$ cat src/rtl/mem_port_arbiter_if.sv
// Line-wide memory port bundle shared by the I/D refill paths and the bus bridge.
// The slave view belongs to the arbiter; the master view drives it.
interface mem_port_arbiter_if #(
  parameter int ADDR_W = 64,
  parameter int LINE_W = 128
);
  logic [ADDR_W-1:0] i_rw_addr_i;
  logic              i_rw_req_i;
  logic              i_rw_valid_i;
  logic [LINE_W-1:0] i_data_read_o;
  logic              i_rw_ready_o;

  logic [ADDR_W-1:0] d_rw_addr_i;
  logic              d_rw_req_i;
  logic              d_rw_valid_i;
  logic [LINE_W-1:0] d_data_write_i;
  logic [LINE_W-1:0] d_data_read_o;
  logic              d_rw_ready_o;

  logic [ADDR_W-1:0] mem_addr_o;
  logic              mem_req_o;
  logic              mem_valid_o;
  logic [LINE_W-1:0] mem_wdata_o;
  logic [LINE_W-1:0] mem_rdata_i;
  logic              mem_ready_i;

  logic [1:0]        grant_o;
  logic              timeout_o;

  modport slave (
    input  i_rw_addr_i,
    input  i_rw_req_i,
    input  i_rw_valid_i,
    output i_data_read_o,
    output i_rw_ready_o,
    input  d_rw_addr_i,
    input  d_rw_req_i,
    input  d_rw_valid_i,
    input  d_data_write_i,
    output d_data_read_o,
    output d_rw_ready_o,
    output mem_addr_o,
    output mem_req_o,
    output mem_valid_o,
    output mem_wdata_o,
    input  mem_rdata_i,
    input  mem_ready_i,
    output grant_o,
    output timeout_o
  );

  modport master (
    output i_rw_addr_i,
    output i_rw_req_i,
    output i_rw_valid_i,
    input  i_data_read_o,
    input  i_rw_ready_o,
    output d_rw_addr_i,
    output d_rw_req_i,
    output d_rw_valid_i,
    output d_data_write_i,
    input  d_data_read_o,
    input  d_rw_ready_o,
    input  mem_addr_o,
    input  mem_req_o,
    input  mem_valid_o,
    input  mem_wdata_o,
    output mem_rdata_i,
    output mem_ready_i,
    input  grant_o,
    input  timeout_o
  );
endinterface

$ cat src/rtl/mem_port_arbiter.sv
// Round-robin arbiter sharing one line-wide memory port between I and D refill.
// One transaction in flight; sticky watchdog flags a stalled memory response.
module mem_port_arbiter #(
  parameter int ADDR_W  = 64,
  parameter int LINE_W  = 128,
  parameter int TIMEOUT = 1023
) (
  input  logic               clk,
  input  logic               rst,
  mem_port_arbiter_if.slave  bus
);

  typedef enum logic [1:0] {
    IDLE,
    BUSY_I,
    BUSY_D,
    DONE
  } state_t;

  localparam int CW = (TIMEOUT > 0) ? $clog2(TIMEOUT + 1) : 1;
  localparam logic [CW-1:0] TMAX = CW'(TIMEOUT);

  state_t            state, state_nx;
  logic              last_d, last_d_nx;
  logic [ADDR_W-1:0] addr_q, addr_nx;
  logic              req_q, req_nx;
  logic [LINE_W-1:0] wdata_q, wdata_nx;
  logic              valid_q, valid_nx;
  logic [1:0]        grant_q, grant_nx;
  logic [CW-1:0]     cnt_q, cnt_nx;
  logic              to_q, to_nx;

  logic pick_i;
  logic pick_d;
  logic busy;
  logic unused_rw;

  // The I side is read-only, so its rw flag carries no information.
  assign unused_rw = bus.i_rw_req_i;

  // Tie goes to whichever side did not own the port last.
  assign pick_i = bus.i_rw_valid_i &
                  (~bus.d_rw_valid_i | last_d);
  assign pick_d = bus.d_rw_valid_i &
                  (~bus.i_rw_valid_i | ~last_d);

  assign busy = (state == BUSY_I) |
                (state == BUSY_D);

  always_ff @(posedge clk or posedge rst) begin
    if (rst) begin
      state   <= IDLE;
      last_d  <= 1'b1;
      addr_q  <= '0;
      req_q   <= 1'b0;
      wdata_q <= '0;
      valid_q <= 1'b0;
      grant_q <= 2'b00;
      cnt_q   <= '0;
      to_q    <= 1'b0;
    end else begin
      state   <= state_nx;
      last_d  <= last_d_nx;
      addr_q  <= addr_nx;
      req_q   <= req_nx;
      wdata_q <= wdata_nx;
      valid_q <= valid_nx;
      grant_q <= grant_nx;
      cnt_q   <= cnt_nx;
      to_q    <= to_nx;
    end
  end

  always_comb begin
    state_nx  = state;
    last_d_nx = last_d;
    addr_nx   = addr_q;
    req_nx    = req_q;
    wdata_nx  = wdata_q;
    valid_nx  = valid_q;
    grant_nx  = grant_q;
    cnt_nx    = cnt_q;
    to_nx     = to_q;

    unique case (state)
      IDLE: begin
        unique case (1'b1)
          pick_i: begin
            state_nx = BUSY_I;
            addr_nx  = bus.i_rw_addr_i;
            req_nx   = 1'b0;
            wdata_nx = '0;
            valid_nx = 1'b1;
            grant_nx = 2'b01;
            cnt_nx   = '0;
          end
          pick_d: begin
            state_nx = BUSY_D;
            addr_nx  = bus.d_rw_addr_i;
            req_nx   = bus.d_rw_req_i;
            wdata_nx = bus.d_data_write_i;
            valid_nx = 1'b1;
            grant_nx = 2'b10;
            cnt_nx   = '0;
          end
          default: ;
        endcase
      end

      BUSY_I, BUSY_D: begin
        if (bus.mem_ready_i) begin
          state_nx  = DONE;
          valid_nx  = 1'b0;
          grant_nx  = 2'b00;
          last_d_nx = (state == BUSY_D);
          cnt_nx    = '0;
        end else if (TIMEOUT != 0 && cnt_q != TMAX) begin
          cnt_nx = cnt_q + 1'b1;
          if (cnt_nx == TMAX) begin
            to_nx = 1'b1;
          end
        end
      end

      DONE: begin
        state_nx = IDLE;
      end

      default: begin
        state_nx = IDLE;
      end
    endcase
  end

  assign bus.mem_addr_o  = addr_q;
  assign bus.mem_req_o   = req_q;
  assign bus.mem_valid_o = valid_q;
  assign bus.mem_wdata_o = wdata_q;
  assign bus.grant_o     = grant_q;
  assign bus.timeout_o   = to_q;

  assign bus.i_rw_ready_o = busy & (state == BUSY_I) &
                            bus.mem_ready_i;
  assign bus.d_rw_ready_o = busy & (state == BUSY_D) &
                            bus.mem_ready_i;

  assign bus.i_data_read_o = grant_q[0] ?
                             bus.mem_rdata_i : '0;
  assign bus.d_data_read_o = grant_q[1] ?
                             bus.mem_rdata_i : '0;

endmodule

$ cat src/flat_wrapper.sv
// flat-port wrapper written by rule: the top's interface ports become plain ports
module mem_port_arbiter_flat 
#(
  parameter int ADDR_W  = 64,
  parameter int LINE_W  = 128,
  parameter int TIMEOUT = 1023
)
  (clk, rst, bus_i_rw_addr_i, bus_i_rw_req_i, bus_i_rw_valid_i, bus_i_data_read_o, bus_i_rw_ready_o, bus_d_rw_addr_i, bus_d_rw_req_i, bus_d_rw_valid_i, bus_d_data_write_i, bus_d_data_read_o, bus_d_rw_ready_o, bus_mem_addr_o, bus_mem_req_o, bus_mem_valid_o, bus_mem_wdata_o, bus_mem_rdata_i, bus_mem_ready_i, bus_grant_o, bus_timeout_o);
  mem_port_arbiter_if #(.ADDR_W(ADDR_W), .LINE_W(LINE_W)) bus_i ();
  input  logic clk;
  input  logic rst;
  input wire logic [$bits(bus_i.i_rw_addr_i)-1:0] bus_i_rw_addr_i;
  input wire logic [$bits(bus_i.i_rw_req_i)-1:0] bus_i_rw_req_i;
  input wire logic [$bits(bus_i.i_rw_valid_i)-1:0] bus_i_rw_valid_i;
  output wire logic [$bits(bus_i.i_data_read_o)-1:0] bus_i_data_read_o;
  output wire logic [$bits(bus_i.i_rw_ready_o)-1:0] bus_i_rw_ready_o;
  input wire logic [$bits(bus_i.d_rw_addr_i)-1:0] bus_d_rw_addr_i;
  input wire logic [$bits(bus_i.d_rw_req_i)-1:0] bus_d_rw_req_i;
  input wire logic [$bits(bus_i.d_rw_valid_i)-1:0] bus_d_rw_valid_i;
  input wire logic [$bits(bus_i.d_data_write_i)-1:0] bus_d_data_write_i;
  output wire logic [$bits(bus_i.d_data_read_o)-1:0] bus_d_data_read_o;
  output wire logic [$bits(bus_i.d_rw_ready_o)-1:0] bus_d_rw_ready_o;
  output wire logic [$bits(bus_i.mem_addr_o)-1:0] bus_mem_addr_o;
  output wire logic [$bits(bus_i.mem_req_o)-1:0] bus_mem_req_o;
  output wire logic [$bits(bus_i.mem_valid_o)-1:0] bus_mem_valid_o;
  output wire logic [$bits(bus_i.mem_wdata_o)-1:0] bus_mem_wdata_o;
  input wire logic [$bits(bus_i.mem_rdata_i)-1:0] bus_mem_rdata_i;
  input wire logic [$bits(bus_i.mem_ready_i)-1:0] bus_mem_ready_i;
  output wire logic [$bits(bus_i.grant_o)-1:0] bus_grant_o;
  output wire logic [$bits(bus_i.timeout_o)-1:0] bus_timeout_o;
  assign bus_i.i_rw_addr_i = bus_i_rw_addr_i;
  assign bus_i.i_rw_req_i = bus_i_rw_req_i;
  assign bus_i.i_rw_valid_i = bus_i_rw_valid_i;
  assign bus_i_data_read_o = bus_i.i_data_read_o;
  assign bus_i_rw_ready_o = bus_i.i_rw_ready_o;
  assign bus_i.d_rw_addr_i = bus_d_rw_addr_i;
  assign bus_i.d_rw_req_i = bus_d_rw_req_i;
  assign bus_i.d_rw_valid_i = bus_d_rw_valid_i;
  assign bus_i.d_data_write_i = bus_d_data_write_i;
  assign bus_d_data_read_o = bus_i.d_data_read_o;
  assign bus_d_rw_ready_o = bus_i.d_rw_ready_o;
  assign bus_mem_addr_o = bus_i.mem_addr_o;
  assign bus_mem_req_o = bus_i.mem_req_o;
  assign bus_mem_valid_o = bus_i.mem_valid_o;
  assign bus_mem_wdata_o = bus_i.mem_wdata_o;
  assign bus_i.mem_rdata_i = bus_mem_rdata_i;
  assign bus_i.mem_ready_i = bus_mem_ready_i;
  assign bus_grant_o = bus_i.grant_o;
  assign bus_timeout_o = bus_i.timeout_o;
  mem_port_arbiter #(.ADDR_W(ADDR_W), .LINE_W(LINE_W), .TIMEOUT(TIMEOUT)) u_core (.clk(clk), .rst(rst), .bus(bus_i));
endmodule
$ cat config.mk
export PLATFORM = sky130hd
export DESIGN_NAME = mem_port_arbiter_flat
export DESIGN_NICKNAME = d
export VERILOG_FILES = /design/src/rtl/mem_port_arbiter_if.sv /design/src/rtl/mem_port_arbiter.sv /design/src/flat_wrapper.sv
export SDC_FILE = /design/constraint.sdc
export NUM_CORES = 1
export LEC_CHECK = 0
export BUFFER_PORTS_ARGS = -buffer_cell sky130_fd_sc_hd__buf_4
export CORE_AREA = 4 4 324 326
export DETAILED_ROUTE_END_ITERATION = 8
export DIE_AREA = 0 0 328 330
export GPL_TIMING_DRIVEN = 0
export MAX_ROUTING_LAYER = met4
export PLACE_DENSITY = 0.3
export SYNTH_ARGS = -nofsm -noshare
export SYNTH_HDL_FRONTEND = slang
export SYNTH_SLANG_ARGS = --single-unit
$ cat constraint.sdc
create_clock -name clk -period 10.55 [get_ports clk]
set_input_delay 1.055 -clock clk [delete_from_list [all_inputs] [get_ports clk]]
set_output_delay 1.055 -clock clk [all_outputs]
set_load 0.01 [all_outputs]
Word level (Yosys, flattened, before mapping)
Cells that the tools add are included.
- output and inout port bits: 455
- word-level logic and storage cells: 61
- bits in writable memories: 0
- ROM bits: 0
- memories: 0
- bits in latches: 0
- register bits after elaboration: 210
- input bits: 391
- $lt $le $gt $ge: 0
- reductions and logical operators: 12
- $add $sub $neg: 1
- mux-type cells: 17
- equal/unequal tests: 9
- bitwise logic cells: 13
- multipliers: 0
- divide/modulo/power cells: 0
- shift-type cells: 0
- operators by type and width (operator ; number):
    $mux W128 ; 2
    $pmux W128 S2 ; 1
    $pmux W64 S2 ; 1
    $mux W10 ; 3
    $pmux W10 S2 ; 1
    $add A10 B1 Y10 const B ; 1
    $eq A10 B10 Y1 const B ; 1
    $ne A10 B10 Y1 const B ; 1
    $reduce_and A3 Y1 ; 3
    $pmux W2 S2 ; 2
    $and A1 B1 Y1 ; 6
    $pmux W2 S3 ; 1
    $reduce_and A2 Y1 ; 3
    $eq A2 B2 Y1 const B ; 2
    $mux W2 ; 2
    $ne A2 B2 Y1 const B ; 2
    $not A1 Y1 ; 4
    $pmux W1 S2 ; 2
    $reduce_and A4 Y1 ; 1
    $reduce_bool A2 Y1 ; 2
    $reduce_or A2 Y1 ; 2
    $ne A3 B1 Y1 const B ; 1
    $ne A3 B2 Y1 const B ; 1
    $or A1 B1 Y1 ; 3
    other kinds (3) ; 4

Longest topological paths before layout
Gate-level depths: netlist of run 1.
- depth in word-level cells: 6
- mapped depth: 7
- depth with buffers taken out: 6

Worst setup path before layout of run 1
Ideal clock, no wire load.
- path kind: input-to-output
- from: input bus_mem_rdata_i[127]
- to: output bus_d_data_read_o[127]
- data arrival time: 1.220 ns
- slack: 8.275 ns
- path buffers: 0
- cell stages on the path: 1
- data required time: 9.495 ns
- path through: and2_1
- word-level cells in the longest chain between the ends: 1
- ends and longest elaborated chain (item ; RTL line ; text):
    from (decl) ; flat_wrapper.sv:27 ; input wire logic [$bits(bus_i.mem_rdata_i)-1:0] bus_mem_rdata_i;
    $mux W128 ; mem_port_arbiter.sv:149 ; assign bus.d_data_read_o = grant_q[1] ?
    to (decl) ; flat_wrapper.sv:21 ; output wire logic [$bits(bus_i.d_data_read_o)-1:0] bus_d_data_read_o;
No other way between the ends.

Worst setup path after layout of run 1
- from: register u_core.grant_q[0], in the netlist u_core.bus.grant_o[0]
- to: output bus_i_data_read_o[99]
- word-level cells in the longest chain between the ends: 1
- ends and longest elaborated chain (item ; RTL line ; text):
    from (decl) ; mem_port_arbiter.sv:29 ; logic [1:0] grant_q, grant_nx;
    from (signal assigned) ; mem_port_arbiter.sv:68 ; grant_q <= grant_nx;
    $mux W128 ; mem_port_arbiter.sv:147 ; assign bus.i_data_read_o = grant_q[0] ?
    to (decl) ; flat_wrapper.sv:15 ; output wire logic [$bits(bus_i.i_data_read_o)-1:0] bus_i_data_read_o;
No other way between the ends.

==> results.yml, run 1 <==
synthesis:
  ys_seq_elements: 210
  syn_avg_cell_area_sq_um: 9.785
  yosysWarnings: 0
  synth_cell_types: 52
  synth_edf_count: 0
  synthesis.area_sq_mm: 0.01025
  syn_nets: 1447
  synth-seq-area-share_pct: 51.26
  async_flop_share_pct: 100.0
  postSynthCellCount: 1048
  synth-main-ff-cell: "dfrtp_1"
clocking:
  post_cts_resized: 0
  clk_latency_ps: 620
  cts_buffers: 31
  hold_buffers: 0
  cts_setup_buffers: 0
  htreeDepth: 1
  cts_root_buffer: "clkbuf_16"
  path_clk_slew_ps: 60
  cts_tree: "yes"
  clockBufferDepth: 3
  cts.sinks: 210
floorplanning:
  rows: 117
  die_area_sq_mm: 0.1082
  io_pins: 846
  die_w_um: 328
  core-area_sq_mm: 0.1017
  start_util_pct: 10.08
  die-height_um: 330
timing:
  rsz0062_at_grt: "false"
  slew_viol_final: 0
  worstMarginPinSlew_ps: 1069
  fin_skew_ps: 42.89
  whs_ps: 409.4
  relSlewSlack_pct: 28.73
  finalSetupViolations: 0
  timing.final.crit_share_pct: 36.74
  timing.final.ws_setup_ps: 6673
  fmax_mhz: 258.0
  hold_viol: 0
  fin_crit_ps: 3877
  finalSetupTns_ps: 0
run_status:
  status: "finished, final reports clean"
place:
  dp_slack_ps: 7028
  routabilityCongestion: 0.8878
  port_buffers: 844
  hpwl_um: 72870
global_routing:
  grt_pass1_wl_um: 111100
  grt_pass1_vias: 12730
  grt_start_max_net_pins: 100
  grt_overflow_total: 0
  antenna_found_initial: 31
  grt_usage_pct: 15.18
layout:
  drive_gt1_share_pct: 48.33
  areaGrowthSynthToFinish_pct: 89.19
  multiInputGateArea_sq_mm: 0.004581
  final_nets: 2326
  final_common_cell: "buf_4"
  final_cell_mix: "846 x buf_4, 259 x and2_1, 209 x dfrtp_1, 135 x nand2_1, 131 x a22o_1"
  regArea_sq_mm: 0.005256
  n_fill_cell: 11490
drt:
  routedWlPerCell_um: 25.48
  vias_per_cell: 3.552
  ant_nets: 0
  drc_errors: 0
  num_vias: 11840
  drt-initial-drc-count: 602
  dr.pass1.iters: 4
  wl_um: 84970
worst_setup_path:
  worst_setup_path_end_kind: "primary output"
  start_kind: "register"
  path_class: "register to primary output"
  r2r_cells: 6
  required_ps: 9500
  r2r_start: "u_core.state[0]"
  ff2ff_setup_slack_ps: 7780
  cp_max_fo: 10
  cp.arrival_ps: 2820
  rr_endpoint: "u_core.bus.mem_wdata_o[103]"
hold_path:
  min_path_type: "primary input to async pin"
pwr:
  powerDensity_mw_per_mm2: 276.0
  vdd_ir_drop_max_v: 0.0001208
  p_leak_nw: 9.480
job:
  maxCapViolations: 0
==> per-stage QoR <==
stage | power (W) | util (%) | instance area [sq um] | instances
after floorplan | 0.002617 | - | 10250 | 1048
after global placement | 0.004404 | 17.99 | 18300 | 3260
after detailed placement | 0.004393 | 18.05 | 18370 | 3262
after CTS | 0.005498 | 19.03 | 19360 | 3319
after global routing | 0.005716 | 19.06 | 19390 | 3331
final | 0.005355 | 19.07 | 19400 | 3334
==> routing by layer <==
metal,GRT usage (%),part of all wire (%),vias up
li1,-,-,5382
met1,16.52,38,5824
met2,27.31,52,564
met3,4.651,7.8,73
met4,3.112,2.0,0
met5,-,0,-
==> critical path, stage by stage, from the launching register on <==
cell and delay [ps]:
dfrtp_1 410, clkbuf_1 730, clkbuf_1 690, and2_1 230
buf_4 170
==> final cells by class <==
class,count,area share (%)
Timing Repair Buffer,846,32.94
Sequential cell,210,27.09
Multi-Input combinational cell,742,23.61
Tap cell,1368,8.822
Clock buffer,48,4.792
Buffer,90,2.038
Clock inverter,9,0.3547
Antenna cell,15,0.1935
Inverter,6,0.1548
==> state kept, by name (all words and copies together), names as in the netlist <==
register                flops
u_core.last_d               1
u_core.cnt_q               10
u_core.bus.mem_req_o        1
u_core.bus.mem_valid_o      1
u_core.state                2
u_core.bus.timeout_o        1
u_core.bus.mem_wdata_o    128
u_core.bus.grant_o          2
u_core.bus.mem_addr_o      64
==> cell usage after synthesis (all sizes together) (5+ instances only) <==
master,count,area [sq um]
and2,259,1620
dfrtp,209,5230
nand2,135,506.7
a22o,131,1147
a31oi,73,456.7
nor2,73,276.5
clkbuf,53,198.9
buf,37,196.4
nand3,10,55.05
o21ai,9,45.04
ha,8,100.1
inv,6,22.52
a21oi,5,25.02
==> report_power, final <==
group | internal (W) | switching, W | total (W)
Sequential | 0.00120 | 0.000255 | 0.00145
Combinational | 0.00132 | 0.00154 | 0.00286
Clock | 0.000604 | 0.000442 | 0.00105
==> worst max path at each step <==
stage,from,end,cells after the start
final,u_core.bus.grant_o[0],bus_i_data_read_o[99],4
after global routing,u_core.bus.grant_o[0],bus_i_data_read_o[99],4
after CTS,u_core.bus.grant_o[0],bus_i_data_read_o[99],4
after detailed placement,bus_d_rw_valid_i,u_core.bus.mem_wdata_o[103],5
after global placement,rst,u_core.bus.mem_wdata_o[93],2
after floorplan,rst,u_core.bus.grant_o[0],1
==> cell families (layout without fill, tap and decap cells) <==
kind of cell | after synthesis | after routing | share of synthesized area (%)
AO/OA/AOI/OAI | 233 | 233 | 17.68
XOR/XNOR | 2 | 2 | 0.1708
adder cells (fa/ha/maj) | 8 | 8 | 0.9761
buffers and inverters | 96 | 999 | 4.075
flip-flops | 210 | 210 | 51.26
multiplexers | 2 | 2 | 0.2074
other | 0 | 15 | 0
AND/OR/NAND/NOR | 497 | 497 | 25.63
(Power assumes the default switching activity.)
==> inputs of run 2 (changes only) <==
==> constraint.sdc (replaced) <==
create_clock -name clk -period 3.7 [get_ports clk]
set_input_delay 0.37 -clock clk [delete_from_list [all_inputs] [get_ports clk]]
set_output_delay 0.37 -clock clk [all_outputs]
set_load 0.01 [all_outputs]
==> results.yml, run 2 (synthesis results as in run 1) <==
floorplanning:
  io_pins: 846
  start_util_pct: 10.08
  die-height_um: 330
  rows: 117
  core-area_sq_mm: 0.1017
  die_area_sq_mm: 0.1082
  die_w_um: 328
timing:
  slew_viol_final: 0
  worstMarginPinSlew_ps: 1149
  hold_viol: 0
  fmax_mhz: 343.8
  finalSetupViolations: 0
  fin_skew_ps: 11.59
  finalSetupTns_ps: 0
  timing.final.crit_share_pct: 78.60
  fin_crit_ps: 2908
  relSlewSlack_pct: 23.38
  rsz0062_at_grt: "false"
  whs_ps: 45.11
worst_setup_path:
  cp_top_family: "buffers and inverters"
  path_class: "register to register"
  start_kind: "register"
  cp.arrival_ps: 3430
  path_cells: "inv_1 -> ha_1 -> o21a_1 -> buf_2 -> buf_1 -> nor2_1 -> a31oi_1 -> dlygate4sd3_1"
  slowest_delay_ps: 700
  worst_path_max_delay_cell: "buf_1"
  required_ps: 4230
  path_buf_inv: 4
  cp_max_fo: 10
  worst_setup_path_end_kind: "register"
drt:
  drt-initial-drc-count: 558
  wl_um: 84410
  num_vias: 12580
  dr.pass1.iters: 5
  ant_nets: 0
  vias_per_cell: 3.575
  drc_errors: 0
  routedWlPerCell_um: 23.99
run_status:
  status: "finished, final reports clean"
global_routing:
  grt_pass1_wl_um: 112600
  grt_pass1_vias: 13600
  antenna_found_initial: 26
  grt_usage_pct: 15.14
  grt_overflow_total: 0
  grt_start_max_net_pins: 36
clocking:
  cts_setup_buffers: 0
  path_clk_slew_ps: 60
  cts.sinks: 210
  clockBufferDepth: 3
  clk_latency_ps: 600
  cts_buffers: 30
  htreeDepth: 1
  cts_root_buffer: "clkbuf_16"
  cts_tree: "yes"
pwr:
  p_sw_share_pct: 41.39
  p_leak_nw: 10.24
  p_clk_share_pct: 18.7
  switchingPower_w: 0.006390
  vdd_ir_drop_max_v: 0.0003028
  internal_power_w: 0.009049
  powerDensity_mw_per_mm2: 727.5
  pwr-share-seq_pct: 26.7
  combPwrFrac_pct: 54.6
layout:
  stdcell_count: 3519
  final_cell_mix: "846 x buf_4, 259 x and2_1, 209 x dfrtp_1, 175 x dlygate4sd3_1, 135 x nand2_1"
  drive_gt1_share_pct: 44.62
  largest_reg_flops: 128
  final_nets: 2505
  final_common_cell: "buf_4"
  final_cell_area_sq_mm: 0.02122
  areaGrowthSynthToFinish_pct: 106.9
place:
  dpl_cell_area_sq_mm: 0.01845
  port_buffers: 844
  hpwl_um: 72640
  dp.cells: 3267
  routabilityCongestion: 0.9079
hold_path:
  min_path_type: "primary input to register"
job:
  maxCapViolations: 0
## run 2: cell count changes in the layout (fill, tap and decap cells not counted)
cell	delta
clkinv_8	+1
buf_16	-2
clkinv_2	+3
clkbuf_1	-4
buf_12	+7
clkbuf_2	+1
inv_8	-1
inv_16	-1
dlygate4sd3_1	+175
clkbuf_16	-1
diode_2	+7
## run 2: what timing repair did
item | in CTS | in global routing
hold buffers | 175 | 0
endpoints found under the hold margin | 181 | 0
resized for setup | 0 | 0
## run 2: per-layer routing
layer | GRT usage [%] | vias up | routed length (um)
li1 | - | 5750 | -
met1 | 17.04 | 6144 | 33060
met2 | 26.57 | 606 | 42670
met3 | 4.435 | 79 | 6900
met4 | 3.352 | 0 | 1785
met5 | - | - | 0
## run 2: layout make-up
class | instances | area, sq um
Multi-Input combinational cell | 742 | 4581
Buffer | 90 | 396.6
Clock buffer | 44 | 893.4
Tap cell | 1368 | 1712
Sequential cell | 210 | 5256
Fill cell | 11390 | 80520
Clock inverter | 11 | 72.57
Timing Repair Buffer | 1026 | 8228
Inverter | 6 | 26.28
Antenna cell | 22 | 55.05
## run 2: power by group through the flow
stage               Sequential (W)  Combinational, W  Clock (W)
floorplan                  0.00451           0.00295          0
global placement           0.00414           0.00838          0
detailed placement         0.00413           0.00836          0
CTS                        0.00413           0.00864    0.00299
global route               0.00425           0.00908    0.00308
finish                     0.00413           0.00843    0.00288
## run 2: metrics by stage
stage | setup slack (ps) | utilization [%] | power [W]
global placement | -1447 | 17.99 | 0.01252
finish | 791.7 | 20.86 | 0.01544
global route | 450.3 | 20.84 | 0.01640
CTS | 584.0 | 20.80 | 0.01576
detailed placement | 839.2 | 18.13 | 0.01249
floorplan | 602.6 | - | 0.007464
## run 2: worst paths after layout
kind                            slack [ps]                         end  cells past startpoint                       start
worst max-delay path                   790    u_core.bus.mem_addr_o[2]                      8             u_core.state[0]
min in group asynchronous              370  u_core.bus.mem_wdata_o[90]                      3                         rst
worst min register to register         500  u_core.bus.mem_wdata_o[23]                      1  u_core.bus.mem_wdata_o[23]
worst min-delay path                    50   u_core.bus.mem_addr_o[59]                      3         bus_d_rw_addr_i[59]
worst max register to register         790    u_core.bus.mem_addr_o[2]                      8             u_core.state[0]
max in group asynchronous             1560  u_core.bus.mem_wdata_o[35]                      9                         rst
## run 2: worst register-to-register path, cell delays in order (launching register included)
cell           delay (ps)
dfrtp_1               410
inv_1                 140
ha_1                  210
o21a_1                250
buf_2                 300
buf_1                 710
nor2_1                 90
a31oi_1               160
dlygate4sd3_1         570
